$ cat src/rtl/blit_engine.sv
// blit_engine: copies a 160x120 background or a 16x16 sprite tile from the
// selected ROM into the frame buffer, one pixel per clock. It supports a
// black override and skipping of key-coloured (transparent) pixels.
module blit_engine #(
    parameter int         SCREEN_W  = 160,
    parameter int         SCREEN_H  = 120,
    parameter int         TILE      = 16,
    parameter logic [2:0] KEY_COLOR = 3'b101
) (
    input  logic        clock,
    input  logic        reset,
    input  logic        copy_enable,
    input  logic        full_screen,
    input  logic [1:0]  memory_select,
    input  logic [4:0]  src_index,
    input  logic [7:0]  dst_x,
    input  logic [6:0]  dst_y,
    input  logic        black,
    input  logic        skip_key,
    output logic [1:0]  rom_sel,
    output logic [14:0] rom_addr,
    input  logic [2:0]  rom_data,
    output logic [7:0]  buf_x,
    output logic [6:0]  buf_y,
    output logic [2:0]  buf_color,
    output logic        buf_we,
    output logic        finished
);

    typedef enum logic [1:0] {IDLE, RUN, DONE} state_t;
    state_t state, state_nx;

    // Copy parameters, frozen when the copy starts
    logic       fs_q, black_q, skip_q;
    logic [4:0] idx_q;
    logic [7:0] dx_q;
    logic [6:0] dy_q;

    // Coordinates of the pixel whose address is currently on rom_addr
    logic [7:0] cx;
    logic [6:0] cy;

    // Issue stage (aligned with rom_addr) and write stage (aligned with rom_data)
    logic       s_vld, s_clip, w_vld, w_clip;
    logic [7:0] s_x;
    logic [6:0] s_y;

    // Next pixel to issue, and its address/destination
    logic       start, last_px, issue;
    logic       fs_m;
    logic [4:0] idx_m;
    logic [7:0] dx_m, ix, xmax;
    logic [6:0] dy_m, iy, ymax;
    logic [14:0] addr_nx;
    logic [8:0]  sx9;
    logic [7:0]  sy8;
    logic        clip_nx;

    assign start   = (state == IDLE) && copy_enable;
    assign xmax    = fs_q ? 8'(SCREEN_W - 1) : 8'(TILE - 1);
    assign ymax    = fs_q ? 7'(SCREEN_H - 1) : 7'(TILE - 1);
    assign last_px = (cx == xmax) && (cy == ymax);
    assign issue   = start || ((state == RUN) && copy_enable && !last_px);

    // Pick the first pixel on start (using live inputs), else step in raster order
    always_comb begin
        fs_m  = fs_q;
        idx_m = idx_q;
        dx_m  = dx_q;
        dy_m  = dy_q;
        ix    = cx + 8'd1;
        iy    = cy;
        if (state == IDLE) begin
            fs_m  = full_screen;
            idx_m = src_index;
            dx_m  = dst_x;
            dy_m  = dst_y;
            ix    = '0;
            iy    = '0;
        end else if (cx == xmax) begin
            ix = '0;
            iy = cy + 7'd1;
        end
        if (fs_m) begin
            addr_nx = 15'(iy) * 15'(SCREEN_W) + 15'(ix);
            sx9     = {1'b0, ix};
            sy8     = {1'b0, iy};
        end else begin
            addr_nx = 15'(idx_m) * 15'(TILE * TILE) + 15'(iy) * 15'(TILE) + 15'(ix);
            sx9     = {1'b0, dx_m} + {1'b0, ix};
            sy8     = {1'b0, dy_m} + {1'b0, iy};
        end
        clip_nx = (sx9 >= 9'(SCREEN_W)) || (sy8 >= 8'(SCREEN_H));
    end

    // State register
    always_ff @(posedge clock) begin
        if (reset) state <= IDLE;
        else       state <= state_nx;
    end

    // Next state: dropping copy_enable mid-run aborts; DONE always lasts one cycle
    always_comb begin
        state_nx = state;
        case (state)
            IDLE: if (copy_enable) state_nx = RUN;
            RUN: begin
                if (!copy_enable)  state_nx = IDLE;
                else if (last_px)  state_nx = DONE;
            end
            DONE:    state_nx = IDLE;
            default: state_nx = IDLE;
        endcase
    end

    // Latch copy parameters, issue addresses and advance the write pipeline
    always_ff @(posedge clock) begin
        if (reset) begin
            fs_q <= 1'b0; black_q <= 1'b0; skip_q <= 1'b0;
            idx_q <= '0; dx_q <= '0; dy_q <= '0;
            rom_sel <= '0; rom_addr <= '0;
            cx <= '0; cy <= '0;
            s_vld <= 1'b0; s_clip <= 1'b0; s_x <= '0; s_y <= '0;
            w_vld <= 1'b0; w_clip <= 1'b0; buf_x <= '0; buf_y <= '0;
        end else begin
            if (start) begin
                fs_q    <= full_screen;
                black_q <= black;
                skip_q  <= skip_key;
                idx_q   <= src_index;
                dx_q    <= dst_x;
                dy_q    <= dst_y;
                rom_sel <= memory_select;
            end
            s_vld <= issue;
            if (issue) begin
                cx       <= ix;
                cy       <= iy;
                rom_addr <= addr_nx;
                s_x      <= sx9[7:0];
                s_y      <= sy8[6:0];
                s_clip   <= clip_nx;
            end
            // An abort discards the pixel still waiting for its ROM data
            w_vld  <= s_vld && !((state == RUN) && !copy_enable);
            w_clip <= s_clip;
            buf_x  <= s_x;
            buf_y  <= s_y;
        end
    end

    assign buf_we    = w_vld && !w_clip && !(skip_q && (rom_data == KEY_COLOR) && !black_q);
    assign buf_color = (w_vld && !black_q) ? rom_data : 3'd0;
    assign finished  = (state == DONE);

endmodule

$ cat config.mk
export PLATFORM = sky130hd
export DESIGN_NAME = blit_engine
export DESIGN_NICKNAME = d
export VERILOG_FILES = /design/src/rtl/blit_engine.sv
export SDC_FILE = /design/constraint.sdc
export NUM_CORES = 1
export LEC_CHECK = 0
export ABC_AREA = 1
export ABC_CLOCK_PERIOD_IN_PS = 3950
export BUFFER_PORTS_ARGS = -buffer_cell sky130_fd_sc_hd__buf_4
export CAP_MARGIN = 10
export CORE_MARGIN = 10
export CORE_UTILIZATION = 35
export CTS_BUF_LIST = sky130_fd_sc_hd__clkbuf_4
export DETAILED_ROUTE_END_ITERATION = 7
export MAX_ROUTING_LAYER = met4
export PLACE_DENSITY = 0.6
export SLEW_MARGIN = 5
export SYNTH_ARGS = -nofsm -noshare
export SYNTH_HDL_FRONTEND = slang
export SYNTH_SLANG_ARGS = --single-unit
$ cat constraint.sdc
create_clock -name clock -period 3.95 [get_ports clock]
set_clock_uncertainty 0.15 [all_clocks]
set_input_delay 0.5925 -clock clock [delete_from_list [all_inputs] [get_ports clock]]
set_output_delay 0.5925 -clock clock [all_outputs]
set_load 0.01 [all_outputs]
==> summary.md <==
| Metric | Value |
|---|---|
| Outcome | `complete, no violations` |
| Per-cell via count in the routed design | `4.853` |
| Final count of hold timing violations | `0` |
| Clock tree from TritonCTS | `yes` |
| Synthesized-area fraction occupied by ao, oa, aoi and oai cells | `14.45%` |
| Std cell rows | `44` |
| Final setup violation count | `0` |
| Leakage power summed over all cells | `3.063 nW` |
| Final HPWL from detailed placement | `10.97 mm` |
| Post-synth ARST share | `0%` |
| Count of flip-flops with a built-in enable after synthesis | `0` |
| Clock tree sinks | `87` |
| Fmax achieved | `273.7 MHz` |
| Final critical path time including I/O delays and setup | `3.653 ns` |
| Data required time at the worst endpoint | `4.20 ns` |
| Category of the most critical setup path | `reg2reg` |
| Total of flip-flops plus latches after synthesis | `slightly below 90` |
| Average cell area after synthesis | `6.785 sq um` |
| Largest area contributor in the netlist | `sky130_fd_sc_hd__dfxtp_1` |
| Net count, final | `906` |
| Unrepaired setup endpoints after global routing | `false` |
| Share of the core filled with cells | `41.80%` |
| Library cells used by synthesis | `between 40 and 50` |
| Number of antenna violations at the first check in global routing | `0` |
| Switching part of the total | `34.77%` |
| TritonCTS Buffers | `9` |
| Post-route DRC violation count | `0` |
| Critical register-to-register path endpoint | `rom_addr[13]` |
| Simple-gate share of the synthesized area | `30.01%` |
| Height of the die | `143.0 microns` |
| Most common library cells after synthesis | `sky130_fd_sc_hd__nand2_1 (168), sky130_fd_sc_hd__inv_1 (101), sky130_fd_sc_hd__nor2_1 (96), sky130_fd_sc_hd__dfxtp_1 (87), sky130_fd_sc_hd__o21ai_0 (55)` |
| Pwr/cell area | `316.6 nW/um^2` |
| Reg power frac | `50.5%` |
| Clock network fraction of total power | `between 20% and 30%` |
| Number of DRC markers in iteration 0 | `327` |
| Final standard cell area without fillers | `6145 sq um` |
| First-pass GRT wire length | `24.20 mm` |
| Post-DR wirelength/cell | `14.45 microns` |
| Net switching component of the power | `0.0006764 W` |
| Fraction of synthesized cell area taken by the top area cell type | `32.87%` |
| Cell chosen for the clock root | `sky130_fd_sc_hd__clkbuf_4` |
| Worst Reg2Reg Path Length in Cells | `19` |
| Total Die Area | `20,460 sq um` |
| TritonRoute pass-1 iters | `5` |
| Skew-Pair Late Insertion Delay | `0.51 ns` |
| GRT Util Overall | `between 10% and 20%` |
| Worst Hold Class | `in2reg` |
| Proportion of layout cells with a drive suffix above 1 | `between 10% and 20%` |
| Max-slew headroom at the worst pin | `68.46%` |
| Final period util | `slightly above 90%` |
| Max-cap violation count | `0` |
| Synth Area in XOR/XNOR | `3.140%` |
| Antenna Diode Count | `0` |
| Area growth syn-to-layout | `15.96%` |
| Maximum VDD drop | `158.3 uV` |
| Post-synthesis share of cell area spent on full adders, half adders and majority gates | `8.973%` |
| Max-slew violation total from the final report | `0` |
| Post-synthesis instance total | `781` |
| Via count of the first global-routing pass | `4,741` |
| Dominant combinational cell family by area after synthesis | `simple AND/OR/NAND/NOR gates` |
| Library cell with the highest instance count after synthesis | `sky130_fd_sc_hd__nand2_1` |
| Total number of yosys warnings | `0` |
| Min Hold Slack | `0.1475 ns` |
| IO Port Bufs | `67` |
| Post-detailed-route count of antenna-violating nets | `0` |
| Width of the die | `approximately 140 microns` |
| Clock slew at reported path FFs | `0.15 ns` |
| Combinational Power Share | `23.7%` |
| Pin count of the biggest net entering global routing | `43` |
| Area post-placement | `roughly 6000 sq um` |
| Grt total ovfl | `0` |
| Main flop type after synthesis | `sky130_fd_sc_hd__dfxtp_1` |
| Cell internal pwr | `0.001269 W` |
| Combined area of all synthesized cells | `5299 sq um` |
| Largest cells by area after synthesis | `sky130_fd_sc_hd__dfxtp_1 (33%), sky130_fd_sc_hd__nand2_1 (12%), sky130_fd_sc_hd__inv_1 (7.2%), sky130_fd_sc_hd__ha_1 (7.1%), sky130_fd_sc_hd__nor2_1 (6.8%)` |
| Net count after synthesis | `847` |
| Multiplexer share of the synthesized area | `0%` |
| Filler cell count in the final layout | `~1.6k` |
| Element type at the critical path end | `register` |
| Starting utilization of the core area | `36.05%` |
| GPL Wtd Cong | `0.9019` |
| Maximum root-to-sink buffer count | `2` |
| Biggest fanout along the worst timing path | `4` |
| Area of the core | `14,700 sq um` |
| Top-level port count | `68` |
| Via count | `4,994` |
| H-tree depth | `3` |
| Share of synthesized area occupied by flip-flops and latches | `roughly a third` |
| Total Neg Setup Slack | `0 ns` |
| Critical path origin | `rom_addr[0]` |
| CP endpoint | `rom_addr[13]` |
| R2r startpoint | `rom_addr[0]` |
| Nature of the critical path startpoint | `register` |
| Endpoint arrival time on the critical path | `roughly 3.9 ns` |
| Slew at the pin with the worst max-slew slack | `0.4731 ns` |
| Setup slack of the most critical reg-to-reg path | `roughly 0.30 ns` |
| Aggregate routed wire length | `14.87 mm` |
==> worst min-delay path by stage <==
| stage | slack (ns) | to | cells past startpoint | startpoint |
|---|---|---|---|---|
| floorplan | 0.25 | buf_x[5] | 2 | s_x[5] |
| global placement | 0.25 | buf_y[0] | 2 | s_y[0] |
| detailed placement | 0.26 | buf_y[1] | 2 | s_y[1] |
| CTS | 0.12 | rom_sel[1] | 3 | memory_select[1] |
| global route | 0.12 | skip_q | 3 | skip_key |
| finish | 0.15 | skip_q | 3 | skip_key |
==> routing by layer <==
| metal | track usage, % | routed length [microns] |
|---|---|---|
| met5 | - | 0 |
| met4 | 5.212 | 256 |
| met3 | 3.582 | 719 |
| met2 | 22.66 | 6548 |
| met1 | 19.69 | 7343 |
==> cells by family after synthesis <==
family                     Yosys count
AOI/OAI and AO/OA                  137
buffers and inverters              142
xor gates and xnor gates            19
and+or+nand+nor                    361
DFF                                 87
adders and majority gates           35
==> power by group through the flow <==
stage / Sequential (W) / Combinational, W / Clock, W
after floorplan: 0.00100 / 0.000300 / 0
final: 0.000983 / 0.000460 / 0.000502
after global placement: 0.00100 / 0.000457 / 0
after CTS: 0.000982 / 0.000462 / 0.000515
after global routing: 0.000992 / 0.000522 / 0.000558
after detailed placement: 0.00100 / 0.000460 / 0
==> worst max-delay path, stage by stage (launching register included) <==
cell and delay (ns):
sky130_fd_sc_hd__dfxtp_1 0.37, sky130_fd_sc_hd__ha_2 0.22, sky130_fd_sc_hd__nand3_4 0.11, sky130_fd_sc_hd__nor2_4 0.12, sky130_fd_sc_hd__nand2_1 0.10, sky130_fd_sc_hd__inv_2 0.08
sky130_fd_sc_hd__nand4_1 0.15, sky130_fd_sc_hd__xor2_1 0.18, sky130_fd_sc_hd__nand2_1 0.12, sky130_fd_sc_hd__inv_2 0.08, sky130_fd_sc_hd__ha_1 0.28, sky130_fd_sc_hd__ha_1 0.17
sky130_fd_sc_hd__inv_1 0.05, sky130_fd_sc_hd__fa_1 0.39, sky130_fd_sc_hd__o211a_1 0.26, sky130_fd_sc_hd__xor2_1 0.27, sky130_fd_sc_hd__nand4_1 0.15, sky130_fd_sc_hd__xnor2_1 0.15
sky130_fd_sc_hd__nand2_1 0.06, sky130_fd_sc_hd__nand3_1 0.07
==> area by class of cell <==
cell class	count	area, sq um	share of cell area [%]
flip-flops and latches	87	1743	28.36
multi-input cells	552	3030	49.32
clock inverters	5	41.29	0.6720
repair buffers	81	608.1	9.896
well taps	184	230.2	3.747
inverters	109	409.1	6.659
clock buffers	11	82.58	1.344
==> flip-flops by register name, indices dropped and copies added, names as in the netlist <==
name,count
black_q,1
buf_x,8
buf_y,7
cx,4
cy,7
dx_q,8
dy_q,7
fs_q,1
idx_q,5
rom_addr,15
rom_sel,2
s_clip,1
s_vld,1
s_x,8
s_y,7
skip_q,1
state,2
w_clip,1
w_vld,1
==> through the flow <==
stage               power [W]  std cells  setup WS [ns]
floorplan            0.001303        781         0.4309
global placement     0.001457       1013         0.2835
detailed placement   0.001461       1013         0.2035
CTS                  0.001959       1029         0.1623
global route         0.002072       1029        0.04592
finish               0.001945       1029         0.2965
==> layout by cell type, fill, tap and decap left out, types with 10 or more instances in the layout <==
cell type	netlist	routed
sky130_fd_sc_hd__buf_4	4	81
sky130_fd_sc_hd__xor2_1	11	11
sky130_fd_sc_hd__a21oi_1	44	44
sky130_fd_sc_hd__o21ai_0	55	55
sky130_fd_sc_hd__a31oi_1	10	10
sky130_fd_sc_hd__dfxtp_1	87	86
sky130_fd_sc_hd__inv_1	101	99
sky130_fd_sc_hd__inv_2	8	10
sky130_fd_sc_hd__ha_1	30	28
sky130_fd_sc_hd__nand3_1	48	48
sky130_fd_sc_hd__clkbuf_4	0	11
sky130_fd_sc_hd__nor2_1	96	96
sky130_fd_sc_hd__nand2_1	168	168
==> what timing repair did <==
action | 4_1_cts | 5_1_grt
resized for setup | 0 | 8
buffers inserted | 0 | 0
hold buffers | 0 | 0
setup endpoints to repair | 0 | 5
No activity file was read; power rests on OpenSTA's default activity.
